**src/rtl/movement_controller_pkg.sv**
```systemverilog
// Shared types and constants for the character movement controller.
// Character indices, direction encodings and default playfield geometry.
package movement_controller_pkg;

  localparam int POS_W  = 10;
  localparam int CAND_W = 11;
  localparam int NCHAR  = 4;

  localparam logic [1:0] MAGE     = 2'd0;
  localparam logic [1:0] GUNMAN   = 2'd1;
  localparam logic [1:0] SWORDMAN = 2'd2;
  localparam logic [1:0] FISTMAN  = 2'd3;

  localparam int DEF_CHAR_W = 32;
  localparam int DEF_CHAR_H = 32;
  localparam int DEF_MAX_X  = 640;
  localparam int DEF_MAX_Y  = 480;

  typedef enum logic [1:0] {
    DIR_UP    = 2'b00,
    DIR_DOWN  = 2'b01,
    DIR_LEFT  = 2'b10,
    DIR_RIGHT = 2'b11
  } dir_e;

  typedef enum logic [1:0] {
    ST_IDLE   = 2'd0,
    ST_CHECK  = 2'd1,
    ST_REJECT = 2'd2
  } state_e;

endpackage

```
**src/rtl/movement_controller_if.sv**
```systemverilog
// Bundle between the movement controller and its environment:
// step requests in, detector query out, committed positions out.
interface movement_controller_if;
  logic [3:0] move_req;
  logic [7:0] dir;
  logic       move_allowed;
  logic [9:0] test_x;
  logic [9:0] test_y;
  logic [1:0] character_to_move;
  logic [9:0] xmage;
  logic [9:0] ymage;
  logic [9:0] xgunman;
  logic [9:0] ygunman;
  logic [9:0] xswordman;
  logic [9:0] yswordman;
  logic [9:0] xfistman;
  logic [9:0] yfistman;
  logic [3:0] move_ack;
  logic [3:0] move_granted;
  logic       busy;

  modport master (
    input  move_req, dir, move_allowed,
    output test_x, test_y, character_to_move,
    output xmage, ymage, xgunman, ygunman,
    output xswordman, yswordman, xfistman, yfistman,
    output move_ack, move_granted, busy
  );

  modport slave (
    output move_req, dir, move_allowed,
    input  test_x, test_y, character_to_move,
    input  xmage, ymage, xgunman, ygunman,
    input  xswordman, yswordman, xfistman, yfistman,
    input  move_ack, move_granted, busy
  );
endinterface

```
**src/rtl/movement_controller_arb.sv**
```systemverilog
// Four-way round-robin arbiter; search starts after the last grant.
// Pure combinational, one-hot grant plus encoded index.
module rr_arbiter4 (
  input  logic [3:0] req_i,
  input  logic [1:0] last_i,
  output logic [3:0] gnt_o,
  output logic [1:0] idx_o,
  output logic       valid_o
);

  logic [1:0] k;

  // Walk from lowest to highest priority so the nearest winner lands last.
  always_comb begin
    gnt_o   = '0;
    idx_o   = '0;
    valid_o = 1'b0;
    k       = '0;
    for (int i = 4; i >= 1; i--) begin
      k = last_i + 2'(i);
      if (req_i[k]) begin
        gnt_o    = '0;
        gnt_o[k] = 1'b1;
        idx_o    = k;
        valid_o  = 1'b1;
      end
    end
  end

endmodule

```
**src/rtl/movement_controller.sv**
```systemverilog
// Round-robin step initiator for the collision detector.
// Owns committed positions; queries the detector one step at a time.
module movement_controller
  import movement_controller_pkg::*;
#(
  parameter int CHARACTER_WIDTH = DEF_CHAR_W,
  parameter int CHARACTER_HEIGHT = DEF_CHAR_H,
  parameter int MAX_X = DEF_MAX_X,
  parameter int MAX_Y = DEF_MAX_Y,
  parameter int STEP = 1,
  parameter int INIT_XMAGE = 0,
  parameter int INIT_YMAGE = 0,
  parameter int INIT_XGUNMAN = 64,
  parameter int INIT_YGUNMAN = 0,
  parameter int INIT_XSWORDMAN = 128,
  parameter int INIT_YSWORDMAN = 0,
  parameter int INIT_XFISTMAN = 192,
  parameter int INIT_YFISTMAN = 0
) (
  input logic clk,
  input logic rst_n,
  movement_controller_if.master bus
);

  localparam logic [10:0] S  = 11'(STEP);
  localparam logic [10:0] CW = 11'(CHARACTER_WIDTH);
  localparam logic [10:0] CH = 11'(CHARACTER_HEIGHT);
  localparam logic [10:0] MX = 11'(MAX_X);
  localparam logic [10:0] MY = 11'(MAX_Y);

  state_e     state_q;
  logic [1:0] ptr_q;
  logic [1:0] ctm_q;
  logic [3:0] win_q;
  logic [3:0] ack_q;
  logic [3:0] grant_q;
  logic       busy_q;
  logic [9:0] tx_q;
  logic [9:0] ty_q;
  logic [9:0] x_q [NCHAR];
  logic [9:0] y_q [NCHAR];

  logic [3:0] arb_gnt;
  logic [1:0] arb_idx;
  logic       arb_valid;

  rr_arbiter4 u_arb (
    .req_i   (bus.move_req),
    .last_i  (ptr_q),
    .gnt_o   (arb_gnt),
    .idx_o   (arb_idx),
    .valid_o (arb_valid)
  );

  dir_e        d;
  logic [10:0] cur_x;
  logic [10:0] cur_y;
  logic [10:0] cx;
  logic [10:0] cy;
  logic        oob;

  // Candidate and bounds in 11 bits so edge sums never wrap.
  always_comb begin
    cur_x = {1'b0, x_q[arb_idx]};
    cur_y = {1'b0, y_q[arb_idx]};
    d     = dir_e'(bus.dir[{arb_idx, 1'b0} +: 2]);
    cx    = cur_x;
    cy    = cur_y;
    oob   = 1'b0;
    unique case (d)
      DIR_UP: begin
        oob = cur_y < S;
        cy  = cur_y - S;
      end
      DIR_DOWN: begin
        oob = (cur_y + S + CH) > MY;
        cy  = cur_y + S;
      end
      DIR_LEFT: begin
        oob = cur_x < S;
        cx  = cur_x - S;
      end
      DIR_RIGHT: begin
        oob = (cur_x + S + CW) > MX;
        cx  = cur_x + S;
      end
    endcase
  end

  always_ff @(posedge clk or negedge rst_n) begin
    if (!rst_n) begin
      state_q <= ST_IDLE;
      ptr_q   <= 2'd3;
      ctm_q   <= '0;
      win_q   <= '0;
      ack_q   <= '0;
      grant_q <= '0;
      busy_q  <= 1'b0;
      tx_q    <= '0;
      ty_q    <= '0;
      x_q[MAGE]     <= 10'(INIT_XMAGE);
      y_q[MAGE]     <= 10'(INIT_YMAGE);
      x_q[GUNMAN]   <= 10'(INIT_XGUNMAN);
      y_q[GUNMAN]   <= 10'(INIT_YGUNMAN);
      x_q[SWORDMAN] <= 10'(INIT_XSWORDMAN);
      y_q[SWORDMAN] <= 10'(INIT_YSWORDMAN);
      x_q[FISTMAN]  <= 10'(INIT_XFISTMAN);
      y_q[FISTMAN]  <= 10'(INIT_YFISTMAN);
    end else begin
      ack_q   <= '0;
      grant_q <= '0;
      unique case (state_q)
        ST_IDLE: begin
          if (arb_valid) begin
            ctm_q  <= arb_idx;
            win_q  <= arb_gnt;
            busy_q <= 1'b1;
            if (oob) begin
              state_q <= ST_REJECT;
            end else begin
              tx_q    <= cx[9:0];
              ty_q    <= cy[9:0];
              state_q <= ST_CHECK;
            end
          end
        end
        ST_CHECK: begin
          if (bus.move_allowed) begin
            x_q[ctm_q] <= tx_q;
            y_q[ctm_q] <= ty_q;
            grant_q    <= win_q;
          end
          ack_q   <= win_q;
          ptr_q   <= ctm_q;
          busy_q  <= 1'b0;
          state_q <= ST_IDLE;
        end
        ST_REJECT: begin
          ack_q   <= win_q;
          ptr_q   <= ctm_q;
          busy_q  <= 1'b0;
          state_q <= ST_IDLE;
        end
        default: begin
          busy_q  <= 1'b0;
          state_q <= ST_IDLE;
        end
      endcase
    end
  end

  assign bus.test_x            = tx_q;
  assign bus.test_y            = ty_q;
  assign bus.character_to_move = ctm_q;
  assign bus.move_ack          = ack_q;
  assign bus.move_granted      = grant_q;
  assign bus.busy              = busy_q;
  assign bus.xmage             = x_q[MAGE];
  assign bus.ymage             = y_q[MAGE];
  assign bus.xgunman           = x_q[GUNMAN];
  assign bus.ygunman           = y_q[GUNMAN];
  assign bus.xswordman         = x_q[SWORDMAN];
  assign bus.yswordman         = y_q[SWORDMAN];
  assign bus.xfistman          = x_q[FISTMAN];
  assign bus.yfistman          = y_q[FISTMAN];

endmodule

```
**src/flat_wrapper.sv**
```systemverilog
// flat-port wrapper written by rule: the top's interface ports become plain ports
module movement_controller_flat import movement_controller_pkg::*;
#(
  parameter int CHARACTER_WIDTH = DEF_CHAR_W,
  parameter int CHARACTER_HEIGHT = DEF_CHAR_H,
  parameter int MAX_X = DEF_MAX_X,
  parameter int MAX_Y = DEF_MAX_Y,
  parameter int STEP = 1,
  parameter int INIT_XMAGE = 0,
  parameter int INIT_YMAGE = 0,
  parameter int INIT_XGUNMAN = 64,
  parameter int INIT_YGUNMAN = 0,
  parameter int INIT_XSWORDMAN = 128,
  parameter int INIT_YSWORDMAN = 0,
  parameter int INIT_XFISTMAN = 192,
  parameter int INIT_YFISTMAN = 0
)
  (clk, rst_n, bus_move_req, bus_dir, bus_move_allowed, bus_test_x, bus_test_y, bus_character_to_move, bus_xmage, bus_ymage, bus_xgunman, bus_ygunman, bus_xswordman, bus_yswordman, bus_xfistman, bus_yfistman, bus_move_ack, bus_move_granted, bus_busy);
  movement_controller_if bus_i ();
  input logic clk;
  input logic rst_n;
  input wire logic [$bits(bus_i.move_req)-1:0] bus_move_req;
  input wire logic [$bits(bus_i.dir)-1:0] bus_dir;
  input wire logic [$bits(bus_i.move_allowed)-1:0] bus_move_allowed;
  output wire logic [$bits(bus_i.test_x)-1:0] bus_test_x;
  output wire logic [$bits(bus_i.test_y)-1:0] bus_test_y;
  output wire logic [$bits(bus_i.character_to_move)-1:0] bus_character_to_move;
  output wire logic [$bits(bus_i.xmage)-1:0] bus_xmage;
  output wire logic [$bits(bus_i.ymage)-1:0] bus_ymage;
  output wire logic [$bits(bus_i.xgunman)-1:0] bus_xgunman;
  output wire logic [$bits(bus_i.ygunman)-1:0] bus_ygunman;
  output wire logic [$bits(bus_i.xswordman)-1:0] bus_xswordman;
  output wire logic [$bits(bus_i.yswordman)-1:0] bus_yswordman;
  output wire logic [$bits(bus_i.xfistman)-1:0] bus_xfistman;
  output wire logic [$bits(bus_i.yfistman)-1:0] bus_yfistman;
  output wire logic [$bits(bus_i.move_ack)-1:0] bus_move_ack;
  output wire logic [$bits(bus_i.move_granted)-1:0] bus_move_granted;
  output wire logic [$bits(bus_i.busy)-1:0] bus_busy;
  assign bus_i.move_req = bus_move_req;
  assign bus_i.dir = bus_dir;
  assign bus_i.move_allowed = bus_move_allowed;
  assign bus_test_x = bus_i.test_x;
  assign bus_test_y = bus_i.test_y;
  assign bus_character_to_move = bus_i.character_to_move;
  assign bus_xmage = bus_i.xmage;
  assign bus_ymage = bus_i.ymage;
  assign bus_xgunman = bus_i.xgunman;
  assign bus_ygunman = bus_i.ygunman;
  assign bus_xswordman = bus_i.xswordman;
  assign bus_yswordman = bus_i.yswordman;
  assign bus_xfistman = bus_i.xfistman;
  assign bus_yfistman = bus_i.yfistman;
  assign bus_move_ack = bus_i.move_ack;
  assign bus_move_granted = bus_i.move_granted;
  assign bus_busy = bus_i.busy;
  movement_controller #(.CHARACTER_WIDTH(CHARACTER_WIDTH), .CHARACTER_HEIGHT(CHARACTER_HEIGHT), .MAX_X(MAX_X), .MAX_Y(MAX_Y), .STEP(STEP), .INIT_XMAGE(INIT_XMAGE), .INIT_YMAGE(INIT_YMAGE), .INIT_XGUNMAN(INIT_XGUNMAN), .INIT_YGUNMAN(INIT_YGUNMAN), .INIT_XSWORDMAN(INIT_XSWORDMAN), .INIT_YSWORDMAN(INIT_YSWORDMAN), .INIT_XFISTMAN(INIT_XFISTMAN), .INIT_YFISTMAN(INIT_YFISTMAN)) u_core (.clk(clk), .rst_n(rst_n), .bus(bus_i));
endmodule
```
**config.mk**
```make
export PLATFORM = sky130hd
export DESIGN_NAME = movement_controller_flat
export DESIGN_NICKNAME = d
export VERILOG_FILES = /design/src/rtl/movement_controller_pkg.sv /design/src/rtl/movement_controller_if.sv /design/src/rtl/movement_controller_arb.sv /design/src/rtl/movement_controller.sv /design/src/flat_wrapper.sv
export SDC_FILE = /design/constraint.sdc
export NUM_CORES = 1
export LEC_CHECK = 0
export BUFFER_PORTS_ARGS = -buffer_cell sky130_fd_sc_hd__buf_2
export CAP_MARGIN = 15
export CORE_MARGIN = 2
export CORE_UTILIZATION = 40
export CTS_CLUSTER_SIZE = 16
export DETAILED_ROUTE_END_ITERATION = 10
export HOLD_SLACK_MARGIN = 0.06
export PLACE_DENSITY = 0.71
export SETUP_SLACK_MARGIN = 0.05
export SYNTH_ARGS = -nofsm -noshare
export SYNTH_HDL_FRONTEND = slang
export SYNTH_SLANG_ARGS = --single-unit
```
**constraint.sdc**
```tcl
create_clock -name clk -period 8.7 [get_ports clk]
set_input_delay 2.61 -clock clk [delete_from_list [all_inputs] [get_ports clk]]
set_output_delay 2.61 -clock clk [all_outputs]
set_load 0.05 [all_outputs]
```
== After elaboration in Yosys (flattened, before gate mapping) ==
Cells that the tools add are included.

* Register bits after elaboration: 119
* Bits of input ports: 15
* Output and inout bits: 111
* Word-level logic and storage cells: 111

* Add/subtract/negate cells: 9
* Magnitude comparators: 15
* Equality and inequality tests: 6
* Shifts and indexed selects: 1
* Mux-type cells: 49
* Bitwise gates (word level): 3
* Reduce and logical (&&, ||, !) cells: 11

{| class="wikitable"
|+ Operators by type and width
! cell !! number
|-
| bitwise mux 40 bit || 2
|-
| two-way mux 10 bit || 5
|-
| binary-select mux 10 bit (select 2 bit) || 2
|-
| case mux 10 bit (2 select lines) || 2
|-
| two-way mux 4 bit || 7
|-
| adder 10 x 1 -> 11 bit (second input constant) || 2
|-
| adder 11 x 6 -> 11 bit (second input constant) || 2
|-
| demux 10 bit (select 2 bit) || 1
|-
| < comparator 10 x 1 -> 1 bit (second input constant) || 2
|-
| subtractor 10 x 1 -> 10 bit (second input constant) || 2
|-
| two-way mux 1 bit || 14
|-
| two-way mux 2 bit || 7
|-
| < comparator 2 x 3 -> 1 bit (second input constant) || 4
|-
| > comparator 11 x 10 -> 1 bit (second input constant) || 1
|-
| > comparator 11 x 9 -> 1 bit (second input constant) || 1
|-
| binary-select mux 1 bit (select 2 bit) || 4
|-
| demux 1 bit (select 2 bit) || 4
|-
| >= comparator 2 x 1 -> 1 bit (second input constant) || 4
|-
| indexed part select 8 x 4 -> 2 bit || 1
|-
| equality test 2 bit (second input constant) || 3
|-
| >= comparator 3 bit (second input constant) || 2
|-
| NOT 2 -> 3 bit || 2
|-
| logical AND 1 bit || 5
|-
| adder 2 bit (second input constant) || 2
|-
| other kinds (10) || 13
|}

== Longest topological paths before layout ==
Gate-level depths: netlist of the first run.

* Depth after elaboration: 17
* Gate-level depth with buffers: 27
* Mapped depth without buffers: 21

== Cells and area by module ==
From an unflattened synthesis of the first run, not the netlist that was laid out.

* Cell total of the unflattened synthesis: 564
* Area total of the unflattened synthesis: 6,904.1 um^2

{| class="wikitable"
|+ Modules (own cells, without submodules)
! module !! times used !! cells each !! area an instance (um^2) !! seq. area each (um^2)
|-
| movement_controller || 1 || 495 || 6,364.9 || 2,985.4
|-
| rr_arbiter4 || 1 || 69 || 539.3 || 0.0
|}

== Worst setup path before layout of the first run ==
Ideal clock, no wire load.

* Path kind: in2reg
* From: input port bus_move_req[0]
* To: register u_core.tx_q[0], in the netlist u_core.bus.test_x[0]
* Library setup time: 0.125 ns
* Arrival time: 7.269 ns
* Slack: 1.306 ns
* Stages: 24
* Path through: buf_6 mux4_2 a211o_1 and2_1 buf_6 buf_6 buf_6 o211a_1 or2_2 clkbuf_1 ha_1 and2_1 nand3_1 xnor2_1 ha_1 nand2_1 nor2_1 mux2_1 a221o_1 o311a_1 o31ai_2 nand4_2 buf_6 mux2_4

* Word-level cells in the longest chain between the ends: 16

{| class="wikitable"
|+ RTL lines
! item !! RTL line !! source
|-
| start, declared || flat_wrapper.sv:22 || <nowiki>input wire logic [$bits(bus_i.move_req)-1:0] bus_move_req;</nowiki>
|-
| binary-select mux 1 bit (select 2 bit) || movement_controller_arb.sv:21 || <nowiki>if (req_i[k]) begin</nowiki>
|-
| two-way mux 1 bit (implied by the code) || movement_controller_arb.sv:21 ||
|-
| two-way mux 2 bit (4 in a row) || movement_controller_arb.sv:21 ||
|-
| NOT 2 -> 3 bit (implied by the code) || movement_controller.sv:64, movement_controller.sv:65 ||
|-
| binary-select mux 10 bit (select 2 bit), on equally long branches || movement_controller.sv:64, movement_controller.sv:65 ||
|-
| two-way mux 10 bit, on equally long branches (2 in a row) || movement_controller.sv:64, movement_controller.sv:65 ||
|-
| adder 10 x 1 -> 11 bit, on equally long branches || movement_controller.sv:84, movement_controller.sv:76 ||
|-
| adder 11 x 6 -> 11 bit, on equally long branches || movement_controller.sv:84, movement_controller.sv:76 ||
|-
| > comparator 11 x 10 -> 1 bit / > comparator 11 x 9 -> 1 bit (equally long branches) || movement_controller.sv:84, movement_controller.sv:76 ||
|-
| case mux 1 bit (4 select lines) || movement_controller.sv:70 || <nowiki>unique case (d)</nowiki>
|-
| NOT 1 bit (no source line) || -- ||
|-
| AND reduction 3 bit (no source line) || -- ||
|-
| end signal, assigned || movement_controller.sv:121 || <nowiki>tx_q <= cx[9:0];</nowiki>
|-
| end, declared || movement_controller.sv:38 || <nowiki>logic [9:0] tx_q;</nowiki>
|}

Several ways; a longest one is shown, not always the timed one. The select of a mux whose other input is x is not followed.
A chain may end at the register's enable or synchronous reset.

== Worst setup path after layout of the first run ==
* From: input port bus_move_req[0]
* To: register u_core.ty_q[5], in the netlist u_core.bus.test_y[5]

* Word-level cells in the longest chain between the ends: 16

{| class="wikitable"
|+ RTL lines
! item !! RTL line !! source
|-
| binary-select mux 1 bit (select 2 bit) || movement_controller_arb.sv:21 ||
|-
| two-way mux 1 bit (implied by the code) || movement_controller_arb.sv:21 ||
|-
| two-way mux 2 bit (4 in a row) || movement_controller_arb.sv:21 ||
|-
| NOT 2 -> 3 bit (implied by the code) || movement_controller.sv:64, movement_controller.sv:65 ||
|-
| binary-select mux 10 bit (select 2 bit), on equally long branches || movement_controller.sv:64, movement_controller.sv:65 ||
|-
| two-way mux 10 bit, on equally long branches (2 in a row) || movement_controller.sv:64, movement_controller.sv:65 ||
|-
| adder 10 x 1 -> 11 bit, on equally long branches || movement_controller.sv:84, movement_controller.sv:76 ||
|-
| adder 11 x 6 -> 11 bit, on equally long branches || movement_controller.sv:84, movement_controller.sv:76 ||
|-
| > comparator 11 x 10 -> 1 bit / > comparator 11 x 9 -> 1 bit (equally long branches) || movement_controller.sv:84, movement_controller.sv:76 ||
|-
| case mux 1 bit (4 select lines) || movement_controller.sv:70 ||
|-
| NOT 1 bit (no source line) || -- ||
|-
| AND reduction 3 bit (no source line) || -- ||
|-
| end signal, assigned || movement_controller.sv:122 || <nowiki>ty_q <= cy[9:0];</nowiki>
|-
| end, declared || movement_controller.sv:39 || <nowiki>logic [9:0] ty_q;</nowiki>
|}

Several ways; a longest one is shown, not always the timed one. The select of a mux whose other input is x is not followed.

==> implementation parameters, run 1 <==
Parameter                              Value

Route
  Via count ... approximately 6000
  Final wirelength ... 20200 um
  Final routed DRC violation total ... 0
  Residual antenna-violating net count after detailed routing ... 0
  First DRT Iteration DRCs ... between 300 and 400
  Total iterations of the first detailed-routing run ... 6
  Post-detailed-route via-to-cell ratio ... roughly 5.7
  Post-DR wirelength/cell ... roughly 19 um

Critical path
  CP max-delay cell ... sky130_fd_sc_hd__mux4_2
  Kind of critical path ... in2reg
  Longest individual stage delay on the worst path ... just under 0.7 ns
  Minimum setup slack among reg-to-reg paths ... ~1.3 ns
  Worst-path maximum fanout ... 21
  Arrival time at the worst endpoint ... around 8 ns
  Critical Path End Type ... flip-flop
  Required @ worst endpoint ... around 9.0 ns
  CP Launch Type ... primary input
  CP dominant cell by count ... sky130_fd_sc_hd__ha_1
  Worst reg-to-reg path cell count ... 23
  Cell Chain, Critical Path ... buf_2, mux4_2, a211o_1, and2_2, buf_4, o211a_1, or2_2, ha_1, and2_1, nand3_1, xnor2_1, ha_1, nand2_1, nor2_1, mux2_1, a221o_1, o311a_1, o31ai_2, nand4_2, buf_12, mux2_4

GRT
  Global-route usage over all layers ... 0.207
  Remaining Overflow, GRT ... 0
  Number of global-route vias before repair ... roughly 6000
  Antenna violations before repair ... 0
  Largest net degree at the start of global routing ... 73
  Global-route wire length before repair ... around 32000 um

Worst hold path
  Hold WC Path Type ... reg2reg
  Worst Hold Depth ... 2

Synthesis
  Top cell type's share of synthesized area ... 0.376
  Async SR Flop Fraction ... 1.00
  Yosys warning count ... 0
  Sequential area share after synthesis ... 0.397
  Area of the mapped netlist ... between 7000 and 8000 sq um
  Net count after synthesis ... a little over 700
  Post-synth top cells ... sky130_fd_sc_hd__dfrtp_1, sky130_fd_sc_hd__mux2_2, sky130_fd_sc_hd__nand2_1, sky130_fd_sc_hd__mux2i_1
  Top post-synthesis cells by area ... sky130_fd_sc_hd__dfrtp_1, sky130_fd_sc_hd__mux2_2, sky130_fd_sc_hd__mux2i_1, sky130_fd_sc_hd__mux2_4, sky130_fd_sc_hd__nand2_1
  Cell count after synthesis ... 691
  Yosys top cell by area ... sky130_fd_sc_hd__dfrtp_1
  Avg Cell Area, Syn ... approximately 11 sq um
  Main flop type after synthesis ... sky130_fd_sc_hd__dfrtp_1
  Flop and latch count out of synthesis ... 119
  Number of enable-type register cells in the synthesized netlist ... 0
  Count of distinct cell types in the synthesized netlist ... between 80 and 90
  Cell with the most instances after synthesis ... sky130_fd_sc_hd__dfrtp_1

Clocking
  Clock latency at the later pin of the worst-skew pair ... around 0.42 ns
  Hold Buf Count CTS ... 0
  Level count of the clock H-tree ... 4
  Clock tree from TritonCTS ... yes
  Post-cts repair resize count ... 0
  Buffer levels on the longest clock path ... 2
  Post-CTS setup repair buffer count ... 0
  Clock tree root driver cell ... sky130_fd_sc_hd__clkbuf_16
  TritonCTS buffer count ... 17
  CTS sink cnt ... ~120
  Clock transition at the registers of the reported paths ... 0.06 ns

STA
  Crit share post-route ... 0.887
  Min Clock Period, post-route ... approximately 7.7 ns
  Setup repair after global routing missed its margin ... no
  Max Clock Freq ... 130 MHz
  Transition time at the pin with the least slew margin ... about 1.0 ns
  Hold Vio Cnt, Final ... 0
  Number of setup violations in the final report ... 0
  Max-slew violation total from the final report ... 0
  Slack of the critical path ... around 1 ns
  Setup TNS Final ... 0 ns
  Max transition margin ... 0.301
  Worst Skew ... a little under 0.01 ns

Place
  HPWL Detailed ... between 10000 and 15000 um
  Number of placed instances, taps included ... between 1000 and 1500
  Count of input and output buffers ... around 130
  Worst setup slack before clock tree synthesis ... 0.584 ns
  Dpl cell area ... approximately 8300 sq um
  Weighted congestion at the end of routability-driven global placement ... 0.899

Final layout
  Fillers ... roughly 1700
  Seq. cell area ... 2990 sq um
  Layout cells sized above 1 ... 0.389
  ANT cells ... 0
  Final layout net count ... roughly 840
  Post-route design area ... approximately 8900 sq um
  Filler-free cell count of the finished design ... between 1000 and 1500
  Syn-to-layout area delta ... 18.6%
  Total area of multi-input combinational cells ... ~4300 sq um

Die
  I/O pin count ... between 100 and 150
  Initial core utilization ... 0.405
  Width of the die ... approximately 140 um
  Total number of placement rows ... 50
  Die height ... between 100 and 150 um
  Placeable core region ... between 15000 and 20000 sq um
  Die area ... around 20000 sq um

Outcome
  Result of the run ... finished clean

Job
  Count of maximum capacitance violations ... 0
## cells by family after synthesis
kind of cell	count (synthesis)	synth area share
AO/OA/AOI/OAI	104	0.101
XOR/XNOR	27	0.0314
adder cells (fa/ha/maj)	15	0.0249
buffers and inverters	51	0.0387
flip-flops	119	0.397
multiplexers	161	0.262
AND/OR/NAND/NOR	214	0.145
## through the flow
step / hold slack (ns) / util
5_1_grt: 0.532 / 0.480
2_1_floorplan: 0.457 / -
3_3_place_gp: 0.472 / 0.447
6_report: 0.492 / 0.480
3_5_place_dp: 0.478 / 0.447
4_1_cts: 0.491 / 0.480
## final timing paths
check / from / to
setup / recovery: bus_move_req[0] / u_core.bus.test_y[5]$_DFFE_PN0P_
hold / removal: u_core.win_q[0]$_DFFE_PN0P_ / u_core.win_q[0]$_DFFE_PN0P_
setup reg to reg: u_core.ptr_q[0]$_DFFE_PN1N_ / u_core.bus.test_y[5]$_DFFE_PN0P_
hold reg to reg: u_core.win_q[0]$_DFFE_PN0P_ / u_core.win_q[0]$_DFFE_PN0P_
max in group asynchronous: rst_n / u_core.bus.yswordman[1]$_DFFE_PN0P_
min in group asynchronous: rst_n / u_core.bus.xmage[9]$_DFFE_PN0P_
## layer usage
| layer | vias to the layer above | part of all wire | track usage |
|---|---|---|---|
| met1 | 3002 | 0.47 | 0.280 |
| li1 | 2787 | - | - |
| met5 | - | 0 | 0 |
| met2 | 189 | 0.45 | 0.327 |
| met4 | 0 | 0.024 | 0.0737 |
| met3 | 33 | 0.056 | 0.0486 |
## cell usage in the layout (no fill, tap or decap), types with 4 or more instances in the layout
master                         n
sky130_fd_sc_hd__clkbuf_16    17
sky130_fd_sc_hd__o21ai_0      26
sky130_fd_sc_hd__mux2_2       90
sky130_fd_sc_hd__a31oi_1       6
sky130_fd_sc_hd__xnor2_1      18
sky130_fd_sc_hd__nor2_1       26
sky130_fd_sc_hd__nand3_1      21
sky130_fd_sc_hd__nand4_1      10
sky130_fd_sc_hd__and2_1       13
sky130_fd_sc_hd__clkinvlp_4    6
sky130_fd_sc_hd__mux2i_1      36
sky130_fd_sc_hd__a21oi_1      10
sky130_fd_sc_hd__nor4_1        9
sky130_fd_sc_hd__a211oi_1      6
sky130_fd_sc_hd__and3_1        6
sky130_fd_sc_hd__buf_4        13
sky130_fd_sc_hd__nor3_1       17
sky130_fd_sc_hd__xor2_1        9
sky130_fd_sc_hd__dfrtp_1     113
sky130_fd_sc_hd__buf_2       124
sky130_fd_sc_hd__nand2b_1      4
sky130_fd_sc_hd__inv_1        10
sky130_fd_sc_hd__mux2_4       21
sky130_fd_sc_hd__ha_1         15
sky130_fd_sc_hd__mux4_2       11
sky130_fd_sc_hd__dfstp_2       6
sky130_fd_sc_hd__or2_2         5
sky130_fd_sc_hd__a222oi_1      4
sky130_fd_sc_hd__or4_1         4
sky130_fd_sc_hd__o21ai_1       5
sky130_fd_sc_hd__nand2_1      72
## sequential cells by signal, summed over array words and instances (netlist names)
name                          count
u_core.bus.ygunman               10
u_core.bus.move_ack               4
u_core.bus.ymage                 10
u_core.bus.busy                   1
u_core.bus.move_granted           4
u_core.bus.character_to_move      2
u_core.bus.test_y                10
u_core.bus.yfistman              10
u_core.bus.xgunman               10
u_core.bus.xswordman             10
u_core.state_q                    2
u_core.bus.xfistman              10
u_core.ptr_q                      2
u_core.win_q                      4
u_core.bus.yswordman             10
u_core.bus.xmage                 10
u_core.bus.test_x                10
## area by class of cell
| cell class | count | share of cell area |
|---|---|---|
| multi-input cells | 521 | 0.476 |
| flip-flops and latches | 119 | 0.334 |
| repair buffers | 138 | 0.0827 |
| clock buffers | 20 | 0.0523 |
| well taps | 234 | 0.0328 |
| clock inverters | 11 | 0.0167 |
| inverters | 11 | 0.00463 |
## critical path, delay by kind of cell
family / cells / cell delay, ns
AND/OR/NAND/NOR: 7 / 1.38
buffers and inverters: 3 / 0.67
AO/OA/AOI/OAI: 5 / 1.37
XOR/XNOR: 1 / 0.12
adder cells (fa/ha/maj): 2 / 0.55
multiplexers: 3 / 1.29
Power of run 1 is left out: the tool's default activity adds up to more than one toggle a clock period on the data nets, which glitch-free logic cannot reach.
==> inputs of run 2 (changes only) <==
Settings changed: ABC_AREA set to 1.
==> run 2 against run 1 <==
Against the previous run:
- worst setup slack better by 0.77 ns
- critical path depth is 10 higher
- first-iteration DRC count rose by 67%
- critical path type unchanged
- sequential share of layout area increased by 0.79 points
- die area fell by 2.1%
- final cell count grew 29%
- highest routed layer unchanged
- largest cell class unchanged
- global-route usage rose by 2.7 points
- flip-flop and latch count is the same
- critical endpoint is now u_core.bus.test_x[2]$_DFFE_PN0P_
- worst hold slack got worse by 0.024 ns
==> implementation parameters, run 2 <==
Parameter                              Value

Place
  HPWL Detailed ... 16200 um (+12%)
  Number of placed instances, taps included ... 1327 (+30%)
  Weighted congestion at the end of routability-driven global placement ... 0.917 (+2.0%)
  Worst setup slack before clock tree synthesis ... 1.36 ns (+0.777 ns)
  Count of input and output buffers ... 125 (unchanged)

Job
  Count of maximum capacitance violations ... 0 (unchanged)

Final layout
  Most frequent standard cell in the layout excluding fill and tap cells ... sky130_fd_sc_hd__nand2_1
  Commonest cells after routing, fill and taps aside ... sky130_fd_sc_hd__nand2_1, sky130_fd_sc_hd__inv_1, sky130_fd_sc_hd__buf_2, sky130_fd_sc_hd__dfrtp_1, sky130_fd_sc_hd__o21ai_0
  ANT cells ... 0 (unchanged)
  Layout cells sized above 1 ... 0.214 (-0.175)
  Filler-free cell count of the finished design ... 1359 (+29%)
  Final layout net count ... 1147 (+37%)
  Syn-to-layout area delta ... 18.4%

Synthesis
  Cell count after synthesis ... 1007 (+46%)
  Async SR Flop Fraction ... 1.00 (unchanged)
  Main flop type after synthesis ... sky130_fd_sc_hd__dfrtp_1
  Cell with the most instances after synthesis ... sky130_fd_sc_hd__nand2_1
  Net count after synthesis ... 1037 (+44%)
  Count of distinct cell types in the synthesized netlist ... 44 (-47%)
  Sequential area share after synthesis ... 0.405 (+0.00863)
  Top post-synthesis cells by area ... sky130_fd_sc_hd__dfrtp_1, sky130_fd_sc_hd__nand2_1, sky130_fd_sc_hd__inv_1, sky130_fd_sc_hd__o21ai_0, sky130_fd_sc_hd__nand3_1
  Avg Cell Area, Syn ... 7.31 sq um (-33%)
  Number of enable-type register cells in the synthesized netlist ... 0 (unchanged)
  Yosys top cell by area ... sky130_fd_sc_hd__dfrtp_1
  Top cell type's share of synthesized area ... 0.384 (+0.00817)
  Post-synth top cells ... sky130_fd_sc_hd__nand2_1, sky130_fd_sc_hd__inv_1, sky130_fd_sc_hd__dfrtp_1, sky130_fd_sc_hd__o21ai_0, sky130_fd_sc_hd__nand3_1
  Yosys warning count ... 0 (unchanged)
  Area of the mapped netlist ... 7360 sq um (-2.1%)
  Flop and latch count out of synthesis ... 119 (unchanged)

STA
  Hold Vio Cnt, Final ... 0 (unchanged)
  Crit share post-route ... 0.799 (-0.0882)
  Min Clock Period, post-route ... 6.95 ns (-0.767 ns)
  Hold_ws ... 0.468 ns (-0.0240 ns)
  Max Clock Freq ... 144 MHz (+11%)
  Max transition margin ... 0.335 (+0.0338)
  Setup repair after global routing missed its margin ... no
  Number of setup violations in the final report ... 0 (unchanged)
  Slack of the critical path ... 1.75 ns (+0.767 ns)
  Worst Skew ... 0.00842 ns (-0.00135 ns)
  Transition time at the pin with the least slew margin ... 0.998 ns (-0.0451 ns)
  Max-slew violation total from the final report ... 0 (unchanged)
  Setup TNS Final ... 0 ns (unchanged)

Clocking
  Clock tree from TritonCTS ... yes
  CTS sink cnt ... 119 (unchanged)
  Level count of the clock H-tree ... 4 (unchanged)
  Buffer levels on the longest clock path ... 2 (unchanged)
  Clock tree root driver cell ... sky130_fd_sc_hd__clkbuf_16
  Post-CTS setup repair buffer count ... 0 (unchanged)
  Clock transition at the registers of the reported paths ... 0.06 ns (about the same)
  TritonCTS buffer count ... 17 (unchanged)
  Hold Buf Count CTS ... 0 (unchanged)
  Clock latency at the later pin of the worst-skew pair ... 0.43 ns (about the same)
  Post-cts repair resize count ... 0 (unchanged)

Die
  Placeable core region ... 18000 sq um (-3.0%)
  Width of the die ... 140 um (-1.0%)
  I/O pin count ... 126 (unchanged)
  Total number of placement rows ... 49 (-2.0%)
  Die area ... 19500 sq um (-2.1%)
  Die height ... 140 um (-1.0%)
  Initial core utilization ... 0.409 (+0.00359)

Worst hold path
  Hold WC Path Type ... reg2reg

Outcome
  Result of the run ... finished clean

Critical path
  Longest individual stage delay on the worst path ... 0.69 ns (about the same)
  CP dominant cell by count ... sky130_fd_sc_hd__nand2_1
  Kind of critical path ... in2reg
  Required @ worst endpoint ... 9.06 ns (+0.06 ns)
  CP max-delay cell ... sky130_fd_sc_hd__nor2_2
  Arrival time at the worst endpoint ... 7.31 ns (-0.71 ns)
  Worst-path maximum fanout ... 29 (+38%)
  Kind of cell with the highest combined delay on the critical path ... simple AND/OR/NAND/NOR gates
  Critical Path End Type ... flip-flop
  CP Launch Type ... primary input
  Sum of buffers and inverters on the critical path ... 5 (+2)

GRT
  Remaining Overflow, GRT ... 0 (unchanged)
  Number of global-route vias before repair ... 6622 (+11%)
  Antenna violations before repair ... 0 (unchanged)
  Global-route wire length before repair ... 36000 um (+11%)
  Global-route usage over all layers ... 0.234 (+0.0266)
  Largest net degree at the start of global routing ... 79 (+8.2%)

Route
  Post-detailed-route via-to-cell ratio ... 5.22 (-8.5%)
  Total iterations of the first detailed-routing run ... 5 (-1)
  First DRT Iteration DRCs ... 582 (+67%)
  Via count ... 7091 (+18%)
  Final wirelength ... 22400 um (+11%)
  Post-DR wirelength/cell ... 16.5 um (-14%)
  Final routed DRC violation total ... 0 (unchanged)
  Residual antenna-violating net count after detailed routing ... 0 (unchanged)
==> run 2: cell types whose count changed after synthesis, sizes merged, moves of 11 or more <==
cell / delta
nand4: +17
inv: +136
mux2i: -36
nor2: +28
and2: -16
mux2: -114
nand3: +69
xnor2: -18
mux4: -11
o21ai: +73
nand2: +236
nand3b: +22
==> run 2: kinds of logic after synthesis <==
kind of cell             Yosys count  share of synthesized area
buffers and inverters            189                      0.108
AND/OR/NAND/NOR                  527                      0.340
XOR/XNOR                          11                     0.0131
AO/OA/AOI/OAI                    146                      0.108
flip-flops                       119                      0.405
adder cells (fa/ha/maj)           15                     0.0255
==> run 2: cell type report <==
class	count	area (sq um)
fillers	1795	9310
clock buffers	17	425
well taps	229	287
inverters	147	554
flip-flops and latches	119	2990
multi-input cells	699	3590
repair buffers	133	688
clock inverters	15	191
==> run 2: metrics by stage <==
| stage | cell area, sq um | util |
|---|---|---|
| 3_3_place_gp | 8100 | 0.450 |
| 3_5_place_dp | 8100 | 0.450 |
| 5_1_grt | 8720 | 0.484 |
| 6_report | 8720 | 0.484 |
| 4_1_cts | 8720 | 0.484 |
| 2_1_floorplan | 7360 | - |
==> run 2: worst paths after layout <==
path / from / end / slack [ns] / cells past startpoint
min: u_core.win_q[1]$_DFFE_PN0P_ / u_core.bus.move_ack[1]$_DFF_PN0_ / 0.47 / 2
min in group asynchronous: rst_n / u_core.bus.xgunman[5]$_DFFE_PN0P_ / 2.17 / 1
max reg2reg: u_core.ptr_q[0]$_DFFE_PN1N_ / u_core.bus.test_x[2]$_DFFE_PN0P_ / 2.90 / 32
max: bus_move_req[2] / u_core.bus.test_x[2]$_DFFE_PN0P_ / 1.75 / 31
min reg2reg: u_core.win_q[1]$_DFFE_PN0P_ / u_core.bus.move_ack[1]$_DFF_PN0_ / 0.47 / 2
max in group asynchronous: rst_n / u_core.bus.yfistman[8]$_DFFE_PN0P_ / 5.12 / 2
==> run 2: per-layer routing <==
| metal | global-route usage | wire length, um |
|---|---|---|
| met1 | 0.318 | 10000 |
| met2 | 0.369 | 10300 |
| met3 | 0.0540 | 1490 |
| met4 | 0.0811 | 572 |
| met5 | 0 | 0 |
==> run 2: worst min-delay path, cell delays in order (launching register included) <==
cell and delay (ns):
sky130_fd_sc_hd__dfrtp_1 0.34, sky130_fd_sc_hd__nand2_1 0.05, sky130_fd_sc_hd__inv_1 0.04
Power of run 2 is left out for the same reason.
==> inputs of run 3 (changes only) <==
Clock period 8.7 ns to 6.54 ns, I/O delays scaled along.
==> run 3 against run 2 <==
Against the previous run:
- global-route usage rose by 0.15 points
- sequential share of layout area fell by 0.34 points
- largest cell class unchanged
- critical endpoint is now u_core.bus.test_y[0]$_DFFE_PN0P_
- final area rose by 0.99%
==> implementation parameters, run 3 (synthesis results as in run 2) <==
Parameter                              Value

Clocking
  Clock transition at the registers of the reported paths ... 0.06 ns (about the same)
  Post-CTS setup repair buffer count ... 0 (unchanged)
  Clock tree from TritonCTS ... yes
  TritonCTS buffer count ... 17 (unchanged)
  Clock tree root driver cell ... sky130_fd_sc_hd__clkbuf_16
  CTS sink cnt ... 119 (unchanged)
  Level count of the clock H-tree ... 4 (unchanged)
  Buffer levels on the longest clock path ... 2 (unchanged)
  Clock latency at the later pin of the worst-skew pair ... 0.43 ns (about the same)

GRT
  Antenna violations before repair ... 1 (+1)
  Global-route usage over all layers ... 0.235 (+0.00154)
  Global-route met1 utilization ... 0.316 (-0.00107)
  Remaining Overflow, GRT ... 0 (unchanged)
  Met3 routing resource usage after global routing ... 0.0482 (-0.00585)
  Routing layer with the top usage in global route ... met2
  Largest net degree at the start of global routing ... 73 (-7.6%)
  Grt met2 use ... 0.374 (+0.00464)
  Global-route wire length before repair ... 36200 um (+0.36%)
  Number of global-route vias before repair ... 6659 (+0.56%)

STA
  Hold Vio Cnt, Final ... 0 (unchanged)
  Max Clock Freq ... between 150 and 200 MHz
  Setup repair after global routing missed its margin ... no
  Crit share post-route ... 0.901
  Worst Skew ... 0.0126 ns (+0.00419 ns)
  Transition time at the pin with the least slew margin ... 0.939 ns (-0.0582 ns)
  Min Clock Period, post-route ... 5.89 ns
  Setup TNS Final ... 0 ns (unchanged)
  Number of setup violations in the final report ... 0 (unchanged)
  Max transition margin ... 0.374 (+0.0388)
  Max-slew violation total from the final report ... 0 (unchanged)

Final layout
  Most frequent standard cell in the layout excluding fill and tap cells ... sky130_fd_sc_hd__nand2_1
  ANT cells ... 0 (unchanged)
  Final layout net count ... 1154 (+0.61%)
  Fillers ... 1823 (+1.6%)
  Post-route core utilization ... 0.489 (+0.00479)
  Layout cells sized above 1 ... 0.219 (+0.00484)
  Commonest cells after routing, fill and taps aside ... sky130_fd_sc_hd__nand2_1, sky130_fd_sc_hd__inv_1, sky130_fd_sc_hd__buf_2, sky130_fd_sc_hd__dfrtp_1, sky130_fd_sc_hd__o21ai_0
  Syn-to-layout area delta ... 19.6%

Route
  First DRT Iteration DRCs ... 573 (-1.5%)
  Total iterations of the first detailed-routing run ... 5 (unchanged)
  Final routed DRC violation total ... 0 (unchanged)
  Final wirelength ... 22600 um (+0.85%)
  Via count ... 7201 (+1.6%)
  Post-DR wirelength/cell ... 16.5 um (+0.33%)
  Post-detailed-route via-to-cell ratio ... 5.27 (+1.0%)
  Residual antenna-violating net count after detailed routing ... 0 (unchanged)

Die
  Total number of placement rows ... 49 (unchanged)
  Die area ... 19500 sq um (unchanged)
  Width of the die ... 140 um (unchanged)
  Die height ... 140 um (unchanged)
  I/O pin count ... 126 (unchanged)
  Initial core utilization ... 0.409 (unchanged)
  Placeable core region ... 18000 sq um (unchanged)

Critical path
  Longest individual stage delay on the worst path ... 0.37 ns (-0.32 ns)
  Critical Path End Type ... flip-flop
  Worst-path maximum fanout ... 25 (-14%)
  Arrival time at the worst endpoint ... 6.21 ns (-1.10 ns)
  CP dominant cell by count ... sky130_fd_sc_hd__nand2_1
  Kind of critical path ... in2reg
  CP max-delay cell ... sky130_fd_sc_hd__nand4_4
  Sum of buffers and inverters on the critical path ... 4 (-1)
  Kind of cell with the highest combined delay on the critical path ... simple AND/OR/NAND/NOR gates
  CP Launch Type ... primary input
  Required @ worst endpoint ... 6.86 ns (-2.20 ns)

Place
  Count of input and output buffers ... 125 (unchanged)
  Weighted congestion at the end of routability-driven global placement ... 0.957 (+4.4%)
  HPWL Detailed ... 16400 um (+0.75%)

Outcome
  Result of the run ... finished clean

Job
  Count of maximum capacitance violations ... 0 (unchanged)

Worst hold path
  Hold WC Path Type ... reg2reg
## run 3: through the flow
step	instances	cell area (sq um)	setup WS (ns)	hold WS (ns)
6_report	1366	8810	0.647	0.462
5_1_grt	1366	8810	0.217	0.498
4_1_cts	1366	8800	0.532	0.463
3_5_place_dp	1334	8160	0.0883	0.449
3_3_place_gp	1334	8160	0.140	0.450
2_1_floorplan	1007	7360	1.39	0.436
## run 3: what timing repair did
action,in CTS,in global routing
endpoints found under the setup margin,0,6
hold buffers,0,0
gates resized for setup,0,1
## run 3: final cells by class
type                    instances  area [sq um]  share of cell area
clock buffers                  17           425              0.0483
clock inverters                15           216              0.0246
inverters                     147           554              0.0629
multi-input cells             699          3600               0.408
flip-flops and latches        119          2990               0.339
well taps                     229           287              0.0325
repair buffers                140           741              0.0841
## run 3: routing by layer
layer | up-vias | routed length (um)
li1 | 3476 | -
met1 | 3352 | 9830
met2 | 315 | 10300
met3 | 56 | 1620
met4 | 2 | 791
met5 | - | 13
## run 3: worst register-to-register path, delay by kind of cell, from the launching register on
kind / cells / cell delay [ns]
compound gates: 2 / 0.41
fa+ha+maj: 3 / 0.95
buf+inv: 5 / 0.80
flops: 1 / 0.62
simple gates: 21 / 2.49
## run 3: worst paths after layout
kind | start | endpoint | slack [ns] | cells past startpoint
hold reg to reg | u_core.win_q[1]$_DFFE_PN0P_ | u_core.bus.move_ack[1]$_DFF_PN0_ | 0.46 | 2
max in group asynchronous | rst_n | u_core.bus.yswordman[8]$_DFFE_PN0P_ | 3.67 | 2
setup reg to reg | u_core.ptr_q[0]$_DFFE_PN1N_ | u_core.bus.test_y[0]$_DFFE_PN0P_ | 1.18 | 31
setup / recovery | bus_move_req[0] | u_core.bus.test_y[0]$_DFFE_PN0P_ | 0.65 | 30
hold / removal | u_core.win_q[1]$_DFFE_PN0P_ | u_core.bus.move_ack[1]$_DFF_PN0_ | 0.46 | 2
min in group asynchronous | rst_n | u_core.bus.xfistman[3]$_DFFE_PN0P_ | 1.69 | 1
Power of run 3 is left out for the same reason.
